[config.mk]
export PLATFORM = sky130hd
export DESIGN_NAME = mac_fifo_array_flat
export DESIGN_NICKNAME = d
export VERILOG_FILES = /design/src/rtl/mac_fifo_array_if.sv /design/src/rtl/mac_fifo_array.sv /design/src/flat_wrapper.sv
export SDC_FILE = /design/constraint.sdc
export NUM_CORES = 1
export LEC_CHECK = 0
export ABC_CLOCK_PERIOD_IN_PS = 6300
export BUFFER_PORTS_ARGS = -buffer_cell sky130_fd_sc_hd__buf_2
export CORE_ASPECT_RATIO = 0.5
export CORE_MARGIN = 2
export CORE_UTILIZATION = 55
export CTS_CLUSTER_SIZE = 12
export DETAILED_ROUTE_END_ITERATION = 12
export PLACE_DENSITY = 0.84
export SLEW_MARGIN = 20
export SYNTH_ARGS = -nofsm -noshare
export SYNTH_HDL_FRONTEND = slang
export SYNTH_SLANG_ARGS = --single-unit
[constraint.sdc]
create_clock -name clk -period 6.3 [get_ports clk]
set_clock_uncertainty 0.05 [all_clocks]
set_input_delay 0.315 -clock clk [delete_from_list [all_inputs] [get_ports clk]]
set_output_delay 0.315 -clock clk [all_outputs]
set_load 0.01 [all_outputs]
[src/rtl/mac_fifo_array_if.sv]
// Write/start/result bundle between the board logic (master) and mac_fifo_array (slave).
interface mac_fifo_array_if #(
  parameter int N_CH   = 2,
  parameter int DATA_W = 8,
  parameter int ACC_W  = 24
);
  localparam int CH_W = (N_CH > 1) ? $clog2(N_CH) : 1;

  logic                    wr_en;
  logic [CH_W-1:0]         wr_ch;
  logic [DATA_W-1:0]       a_in;
  logic [DATA_W-1:0]       b_in;
  logic                    wr_b_only;
  logic                    start;
  logic                    busy;
  logic                    done;
  logic                    err;
  logic [N_CH-1:0]         mismatch;
  logic [N_CH-1:0]         sat;
  logic [N_CH*ACC_W-1:0]   acc_out;

  modport master (
    output wr_en, wr_ch, a_in, b_in, wr_b_only, start,
    input  busy, done, err, mismatch, sat, acc_out
  );

  modport slave (
    input  wr_en, wr_ch, a_in, b_in, wr_b_only, start,
    output busy, done, err, mismatch, sat, acc_out
  );
endinterface

[src/rtl/mac_fifo_array.sv]
// N_CH first-word-fall-through A/B FIFO pairs feeding 2-stage MACs; define MAC_SAT_EN to clamp instead of wrap.
// done pulses K+1 cycles after start (K = deepest pair count); writes only in IDLE, dropped writes set sticky err.
module mac_fifo_array #(
  parameter int N_CH   = 2,
  parameter int DATA_W = 8,
  parameter int DEPTH  = 8,
  parameter int ACC_W  = 24
) (
  input logic            clk,
  input logic            rst,
  mac_fifo_array_if.slave bus
);
  localparam int PW = $clog2(DEPTH);
  localparam int CW = $clog2(DEPTH + 1);

  typedef enum logic [1:0] {IDLE, EXEC, DONE} state_t;

  state_t                state;
  logic                  busy_q;
  logic                  done_q;
  logic                  err_q;
  logic [N_CH-1:0]       mismatch_q;

  logic [DATA_W-1:0]     mem_a [N_CH][DEPTH];
  logic [DATA_W-1:0]     mem_b [N_CH][DEPTH];
  logic [PW-1:0]         wp_a [N_CH];
  logic [PW-1:0]         rp_a [N_CH];
  logic [PW-1:0]         wp_b [N_CH];
  logic [PW-1:0]         rp_b [N_CH];
  logic [CW-1:0]         cnt_a [N_CH];
  logic [CW-1:0]         cnt_b [N_CH];

  logic [2*DATA_W-1:0]   prod [N_CH];
  logic [N_CH-1:0]       prod_vld;
  logic [ACC_W-1:0]      acc [N_CH];
  logic [ACC_W-1:0]      nxt_acc [N_CH];

  logic [N_CH-1:0]       sel;
  logic [N_CH-1:0]       push_a;
  logic [N_CH-1:0]       push_b;
  logic [N_CH-1:0]       pop;
  logic [N_CH-1:0]       full_hit;
  logic [DATA_W-1:0]     head_a [N_CH];
  logic [DATA_W-1:0]     head_b [N_CH];
  logic                  wr_fault;

`ifdef MAC_SAT_EN
  logic [ACC_W:0]        sum [N_CH];
  logic [N_CH-1:0]       sat_q;
`endif

  always_comb begin
    for (int c = 0; c < N_CH; c++) begin
      sel[c]      = bus.wr_en && (state == IDLE) && (32'(bus.wr_ch) == c);
      push_b[c]   = sel[c] && (cnt_b[c] != CW'(DEPTH));
      push_a[c]   = sel[c] && !bus.wr_b_only && (cnt_a[c] != CW'(DEPTH));
      full_hit[c] = sel[c] && !(push_b[c] && (push_a[c] || bus.wr_b_only));
      pop[c]      = (state == EXEC) && (cnt_a[c] != '0) && (cnt_b[c] != '0);
      head_a[c]   = mem_a[c][rp_a[c]];
      head_b[c]   = mem_b[c][rp_b[c]];
`ifdef MAC_SAT_EN
      sum[c]      = {1'b0, acc[c]} + (ACC_W+1)'(prod[c]);
      nxt_acc[c]  = sum[c][ACC_W] ? '1 : sum[c][ACC_W-1:0];
`else
      nxt_acc[c]  = acc[c] + ACC_W'(prod[c]);
`endif
    end
    wr_fault = bus.wr_en && ((state != IDLE) || (32'(bus.wr_ch) >= N_CH) || (|full_hit));
  end

  // Storage needs no reset: empty counts make stale contents unreachable.
  always_ff @(posedge clk) begin
    for (int c = 0; c < N_CH; c++) begin
      if (push_a[c]) mem_a[c][wp_a[c]] <= bus.a_in;
      if (push_b[c]) mem_b[c][wp_b[c]] <= bus.b_in;
    end
  end

  always_ff @(posedge clk) begin
    if (rst) begin
      state      <= IDLE;
      busy_q     <= 1'b0;
      done_q     <= 1'b0;
      err_q      <= 1'b0;
      mismatch_q <= '0;
      prod_vld   <= '0;
      for (int c = 0; c < N_CH; c++) begin
        wp_a[c]  <= '0;
        rp_a[c]  <= '0;
        wp_b[c]  <= '0;
        rp_b[c]  <= '0;
        cnt_a[c] <= '0;
        cnt_b[c] <= '0;
        prod[c]  <= '0;
        acc[c]   <= '0;
      end
    end else begin
      if (wr_fault) err_q <= 1'b1;
      for (int c = 0; c < N_CH; c++) begin
        if (push_a[c]) begin
          wp_a[c]  <= wp_a[c] + PW'(1);
          cnt_a[c] <= cnt_a[c] + CW'(1);
        end
        if (push_b[c]) begin
          wp_b[c]  <= wp_b[c] + PW'(1);
          cnt_b[c] <= cnt_b[c] + CW'(1);
        end
        if (pop[c]) begin
          rp_a[c]  <= rp_a[c] + PW'(1);
          rp_b[c]  <= rp_b[c] + PW'(1);
          cnt_a[c] <= cnt_a[c] - CW'(1);
          cnt_b[c] <= cnt_b[c] - CW'(1);
          prod[c]  <= (2*DATA_W)'(head_a[c]) * (2*DATA_W)'(head_b[c]);
        end
        prod_vld[c] <= pop[c];
        if (prod_vld[c]) acc[c] <= nxt_acc[c];
      end

      case (state)
        IDLE: begin
          if (bus.start) begin
            state      <= EXEC;
            busy_q     <= 1'b1;
            mismatch_q <= '0;
            for (int c = 0; c < N_CH; c++) acc[c] <= '0;
          end
        end
        // Last product is still accumulating on this edge, so exit only needs "no new pops".
        EXEC: begin
          if (pop == '0) begin
            state  <= DONE;
            done_q <= 1'b1;
            for (int c = 0; c < N_CH; c++) begin
              mismatch_q[c] <= (cnt_a[c] != '0) || (cnt_b[c] != '0);
              rp_a[c]       <= wp_a[c];
              rp_b[c]       <= wp_b[c];
              cnt_a[c]      <= '0;
              cnt_b[c]      <= '0;
            end
          end
        end
        DONE: begin
          state  <= IDLE;
          done_q <= 1'b0;
          busy_q <= 1'b0;
        end
        default: state <= IDLE;
      endcase
    end
  end

`ifdef MAC_SAT_EN
  always_ff @(posedge clk) begin
    if (rst) begin
      sat_q <= '0;
    end else if ((state == IDLE) && bus.start) begin
      sat_q <= '0;
    end else begin
      for (int c = 0; c < N_CH; c++)
        if (prod_vld[c] && sum[c][ACC_W]) sat_q[c] <= 1'b1;
    end
  end
  assign bus.sat = sat_q;
`else
  assign bus.sat = '0;
`endif

  assign bus.busy     = busy_q;
  assign bus.done     = done_q;
  assign bus.err      = err_q;
  assign bus.mismatch = mismatch_q;

  for (genvar g = 0; g < N_CH; g++) begin : g_acc
    assign bus.acc_out[g*ACC_W +: ACC_W] = acc[g];
  end
endmodule
[src/flat_wrapper.sv]
// flat-port wrapper written by rule: the top's interface ports become plain ports
module mac_fifo_array_flat 
#(
  parameter int N_CH   = 2,
  parameter int DATA_W = 8,
  parameter int DEPTH  = 8,
  parameter int ACC_W  = 24
)
  (clk, rst, bus_wr_en, bus_wr_ch, bus_a_in, bus_b_in, bus_wr_b_only, bus_start, bus_busy, bus_done, bus_err, bus_mismatch, bus_sat, bus_acc_out);
  mac_fifo_array_if #(.N_CH(N_CH), .DATA_W(DATA_W), .ACC_W(ACC_W)) bus_i ();
  input logic clk;
  input logic rst;
  input wire logic [$bits(bus_i.wr_en)-1:0] bus_wr_en;
  input wire logic [$bits(bus_i.wr_ch)-1:0] bus_wr_ch;
  input wire logic [$bits(bus_i.a_in)-1:0] bus_a_in;
  input wire logic [$bits(bus_i.b_in)-1:0] bus_b_in;
  input wire logic [$bits(bus_i.wr_b_only)-1:0] bus_wr_b_only;
  input wire logic [$bits(bus_i.start)-1:0] bus_start;
  output wire logic [$bits(bus_i.busy)-1:0] bus_busy;
  output wire logic [$bits(bus_i.done)-1:0] bus_done;
  output wire logic [$bits(bus_i.err)-1:0] bus_err;
  output wire logic [$bits(bus_i.mismatch)-1:0] bus_mismatch;
  output wire logic [$bits(bus_i.sat)-1:0] bus_sat;
  output wire logic [$bits(bus_i.acc_out)-1:0] bus_acc_out;
  assign bus_i.wr_en = bus_wr_en;
  assign bus_i.wr_ch = bus_wr_ch;
  assign bus_i.a_in = bus_a_in;
  assign bus_i.b_in = bus_b_in;
  assign bus_i.wr_b_only = bus_wr_b_only;
  assign bus_i.start = bus_start;
  assign bus_busy = bus_i.busy;
  assign bus_done = bus_i.done;
  assign bus_err = bus_i.err;
  assign bus_mismatch = bus_i.mismatch;
  assign bus_sat = bus_i.sat;
  assign bus_acc_out = bus_i.acc_out;
  mac_fifo_array #(.N_CH(N_CH), .DATA_W(DATA_W), .DEPTH(DEPTH), .ACC_W(ACC_W)) u_core (.clk(clk), .rst(rst), .bus(bus_i));
endmodule
; Yosys cells after proc, flatten, opt, wreduce, memory -nomap -nowiden
; Memories as Yosys holds them, arrays and structs flattened.
; Cells that the tools add are included.
[totals]
regBits = 9
ramBits = 376
in_bits = 22
output_inout_bits = 55
wordCells = 246
n_memories = 10
[op_classes]
n_addsub = 18
multipliers = 2
n_lt_le_gt_ge = 12
eq_ne = 8
n_mux = 104
bitwise = 39
n_reduce_logical = 47
[memory_table]
columns = name, words, word_bits, read_ports, rd_clocked_by_memory_dff, write_ports, line_no
row1 = u_core.mem_a, 2, 64, 2, 0, 1, mac_fifo_array.sv:24  ; logic [DATA_W-1:0] mem_a [N_CH][DEPTH];
row2 = u_core.mem_b, 2, 64, 2, 0, 1, mac_fifo_array.sv:25  ; logic [DATA_W-1:0] mem_b [N_CH][DEPTH];
row3 = u_core.acc, 2, 24, 2, 0, 2, mac_fifo_array.sv:35  ; logic [ACC_W-1:0] acc [N_CH];
row4 = u_core.prod, 2, 16, 2, 0, 2, mac_fifo_array.sv:33  ; logic [2*DATA_W-1:0] prod [N_CH];
row5 = u_core.cnt_a, 2, 4, 2, 0, 2, mac_fifo_array.sv:30  ; logic [CW-1:0] cnt_a [N_CH];
row6 = u_core.cnt_b, 2, 4, 2, 0, 2, mac_fifo_array.sv:31  ; logic [CW-1:0] cnt_b [N_CH];
row7 = +4 memories, --, --, --, --, --, --
[op_table]
columns = cell, count
row1 = 64-bit two-way mux, 8
row2 = 64-bit OR reduction, 2
row3 = 8-bit binary-select mux with 3-bit select, 4
row4 = 8-bit demux with 3-bit select, 4
row5 = 24-bit two-way mux, 4
row6 = 8-bit two-way mux, 12
row7 = 24-bit by 16-bit adder with 24-bit output, 2
row8 = 4-bit two-way mux, 12
row9 = 1-bit two-way mux, 38
row10 = 3-bit two-way mux, 12
row11 = 4-bit >= comparator (second input constant), 8
row12 = 8-bit by 8-bit multiplier with 16-bit output, 2
row13 = 16-bit two-way mux, 2
row14 = 3-bit NOT with 4-bit output, 8
row15 = 1-bit OR, 30
row16 = 3-bit by 1-bit adder with 3-bit output (second input constant), 8
row17 = 1-bit logical AND, 22
row18 = 4-bit by 1-bit adder with 4-bit output (second input constant), 4
row19 = 4-bit by 1-bit < comparator with 1-bit output (second input constant), 4
row20 = 4-bit != test (second input constant), 4
row21 = 4-bit nonzero test, 4
row22 = 4-bit by 1-bit subtractor with 4-bit output (second input constant), 4
row23 = 2-bit two-way mux, 4
row24 = 2-bit one-hot mux with 2 select lines, 2
row25 = 12 further kinds, 26

; Depth between registers and ports, before layout
[logic_depth]
word_depth = 12
depth_mapped = 20
depth_no_buf = 18

; Worst setup path after synthesis
; OpenSTA, ideal clock, no wires.
[synth_timing]
kind = reg2reg
startpoint = memory u_core.rp_a[0][3] in the netlist's numbering
endpoint = memory u_core.prod[0][30] in the netlist's numbering (data pin)
setup_time_ns = 0.259
t_arrival_ns = 5.578
required_time_ns = 5.991
setup_slack_ns = 0.413
stages_incl_launch_ff = 21
n_path_buf = 2
period_less_slack_ns = 5.887
cell_sequence = edfxtp_1 buf_2 buf_2 mux4_2 mux2i_1 nor2_1 fa_1 inv_1 fa_1 inv_1 fa_1 inv_1 fa_1 inv_1 ha_1 o21ai_0 inv_1 a2111oi_0 or3_1 nand3_1 nor3b_1
[synth_rtl]
columns = item, line_no
row1 = start: declaration, mac_fifo_array.sv:27  ; logic [PW-1:0] rp_a [N_CH];
row2 = end: declaration, mac_fifo_array.sv:33

==> results.sh <==
export IMPL_synth_area_um2=21220
export IMPL_postRouteAntennaNets=0
export IMPL_layout_commonest_cell="edfxtp_1"
export IMPL_io_pins=77
export IMPL_drive_gt1_share_pct=16.85
export IMPL_ys_top_cells_by_area="edfxtp_1 44%, fa_1 7.2%, ha_1 7.1%, dfxtp_1 6.9%, mux4_2 6.8%"
export IMPL_synth_seq_cells=385
export IMPL_grt_pass1_wl_mm=77.65
export IMPL_dieArea_um2=40270
export IMPL_crit_path_end_kind="register"
export IMPL_nNetsFinal=2036
export IMPL_grt_max_degree=44
export IMPL_crit_path_max_fanout=11
export IMPL_clk_pin_slew_ps=60
export IMPL_antenna_found_initial=4
export IMPL_cp_arrival_ps=6340
export IMPL_core_area_um2=37720
export IMPL_gp_congestion=0.8919
export IMPL_synthCells=1692
export IMPL_cts_inserted_buffers=39
export IMPL_synthXorXnorAreaFrac_pct=1.940
export IMPL_post_route_period_util_pct=94.88
export IMPL_tightest_slew_ps=1140
export IMPL_synth_ff_type="edfxtp_1"
export IMPL_start_kind="register"
export IMPL_synthSimpleGateAreaFrac_pct=11.88
export IMPL_path_class="reg2reg"
export IMPL_track_usage_pct=25.13
export IMPL_die_h_um=142.9
export IMPL_powerDensity_nw_per_um2=317.6
export IMPL_routed_via_count=14509
export IMPL_cts_tree="done"
export IMPL_grt_pass1_vias=14280
export IMPL_final_setup_worst_slack_ps=322.5
export IMPL_finalHoldViolCount=0
export IMPL_synth_compound_area_share_pct=7.553
export IMPL_critPathRequiredTime_ps=6660
export IMPL_wl_met1_mm=20.13
export IMPL_synth_adder_area_share_pct=14.24
export IMPL_place_ws_ps=503.2
export IMPL_cts_root_buf="clkbuf_16"
export IMPL_dp_final_hpwl_mm=33.00
export IMPL_wl_met2_mm=23.32
export IMPL_dr_pass1_iters=6
export IMPL_clkSinkCount=385
export IMPL_yosysTopAreaCell="edfxtp_1"
export IMPL_ys_warn_count=0
export IMPL_synth_top_family_by_area="adder cells"
export IMPL_fmax_ghz=0.1673
export IMPL_drt_initial_drc_count=1962
export IMPL_clock_latency_ps=550
export IMPL_vdd_drop_max_mv=0.2093
export IMPL_async_flop_share_pct=0
export IMPL_finalCriticalPeriod_ps=5977
export IMPL_cts_setup_buffers=0
export IMPL_yosysUniqueCellTypes=83
export IMPL_p_leak_nw=9.285
export IMPL_area_delta_synth_final_pct=11.20
export IMPL_post_route_util_pct=62.56
export IMPL_route_detailed_drc=0
export IMPL_seq_area_frac_synth_pct=51.03
export IMPL_die_w_um=281.8
export IMPL_synth_edf_count=312
export IMPL_routed_wirelength_mm=50.02
export IMPL_fin_hold_ws_ps=41.16
export IMPL_wire_per_inst_um=21.17
export IMPL_syn_avg_cell_area_um2=12.54
export IMPL_drv_slew=0
export IMPL_gr_total_overflow=0
export IMPL_met3WireLength_mm=4.441
export IMPL_status="completed"
export IMPL_finalSetupTns_ps=0
export IMPL_holdCritPathClass="in2reg"
export IMPL_rows=50
export IMPL_clock_tree_htree_level_count=2
export IMPL_start_util_pct=56.26
export IMPL_max_slew_margin_rel_pct=23.92
export IMPL_rsz0062_at_grt="false"
export IMPL_top_layer="met5"
export IMPL_final_cell_mix="312 x edfxtp_1, 207 x nor2_1, 128 x inv_1"
export IMPL_muxShareOfSynthArea_pct=9.581
export IMPL_setup_violations=0
export IMPL_cts_repair_resized=0
export IMPL_io_buffers=74
export IMPL_maxCapViolCount=0
export IMPL_synth_top_cell_area_share_pct=44.15
export IMPL_viasPerCell=6.140
export IMPL_ctsLongestPathBuffers=3
cells by family (layout without fill, tap and decap cells):
family,Yosys count,count (layout)
fa+ha+maj,196,196
mux,123,123
simple gates,509,509
other cells,1,5
compound gates,245,245
buf+inv,186,333
xor+xnor,47,47
flops,385,385
final timing paths:
check / startpoint / depth (start not counted) / slack, ps / to
worst max register to register: u_core.rp_a[0][1]$_DFFE_PP_ / 17 / 320 / u_core.prod[0][15]$_SDFFCE_PP0P_
worst max-delay path: u_core.rp_a[0][1]$_DFFE_PP_ / 17 / 320 / u_core.prod[0][15]$_SDFFCE_PP0P_
worst min register to register: u_core.bus.done$_SDFFE_PP0P_ / 2 / 410 / u_core.bus.done$_SDFFE_PP0P_
worst min-delay path: bus_start / 3 / 40 / u_core.bus.busy$_SDFFE_PP0P_
sequential cells by signal (all words and copies together), names as in the netlist, 2 cells and up:
signal	count
u_core.acc	48
u_core.mem_b	128
u_core.cnt_a	8
u_core.rp_b	6
u_core.state	2
u_core.prod	32
u_core.bus.mismatch	2
u_core.cnt_b	8
u_core.wp_b	6
u_core.prod_vld	2
u_core.rp_a	6
u_core.wp_a	6
u_core.mem_a	128
critical path, stage by stage (launching register included):
cell       delay [ps]
edfxtp_1          750
buf_4             290
mux4_2            330
mux2i_1           180
buf_4             220
nor2_1             80
fa_1              500
fa_1              540
fa_1              550
inv_1              60
fa_1              530
inv_1              40
ha_1              230
or4_1             550
o2111ai_1         280
a21oi_1           120
or3_1             390
a21oi_1           140
stage by stage:
stage	std cells	instance area (um2)	total power [mW]
CTS	2359	23560	7.494
global placement	2295	22450	5.242
floorplan	1693	21230	4.768
finish	2363	23600	7.495
global route	2363	23600	7.950
detailed placement	2295	22450	5.351
layout make-up:
type                            instances  area [um2]
Timing Repair Buffer                  142       903.4
Antenna cell                            3       7.507
Tap cell                              520       650.6
Clock inverter                          4       45.04
Sequential cell                       385       10830
Multi-Input combinational cell       1122        9620
Inverter                              128       480.5
Fill cell                            2646       14120
Clock buffer                           59        1061
where the power goes:
group | total (mW) | leakage [nW] | switching [mW] | internal [mW]
clock | 2.12 | 0.529 | 0.960 | 1.16
sequential | 2.85 | 3.48 | 0.0508 | 2.80
combinational | 2.52 | 5.28 | 1.47 | 1.06
routing by layer:
metal	up-vias	global-route usage, %
li1	6440	-
met1	7105	33.26
met2	782	40.82
met3	180	5.137
met4	2	10.69
met5	-	0
cells in the mapped netlist (all sizes together) (15+ instances only):
| cell type | count |
|---|---|
| mux2i | 58 |
| nand3 | 24 |
| clkbuf | 31 |
| inv | 128 |
| and3 | 16 |
| o21ai | 64 |
| nand2b | 20 |
| a211oi | 15 |
| nor3 | 27 |
| dfxtp | 73 |
| a21oi | 59 |
| or2 | 31 |
| edfxtp | 312 |
| nor2 | 209 |
| xnor2 | 35 |
| nor4 | 16 |
| nand2 | 82 |
| ha | 120 |
| fa | 76 |
| buf | 27 |
| a21o | 19 |
| mux4 | 64 |
timing repair:
item	in CTS	in global routing
hold endpoints to repair	1	0
endpoints found under the setup margin	0	0
hold buffers	1	0
(Power assumes the default switching activity.)
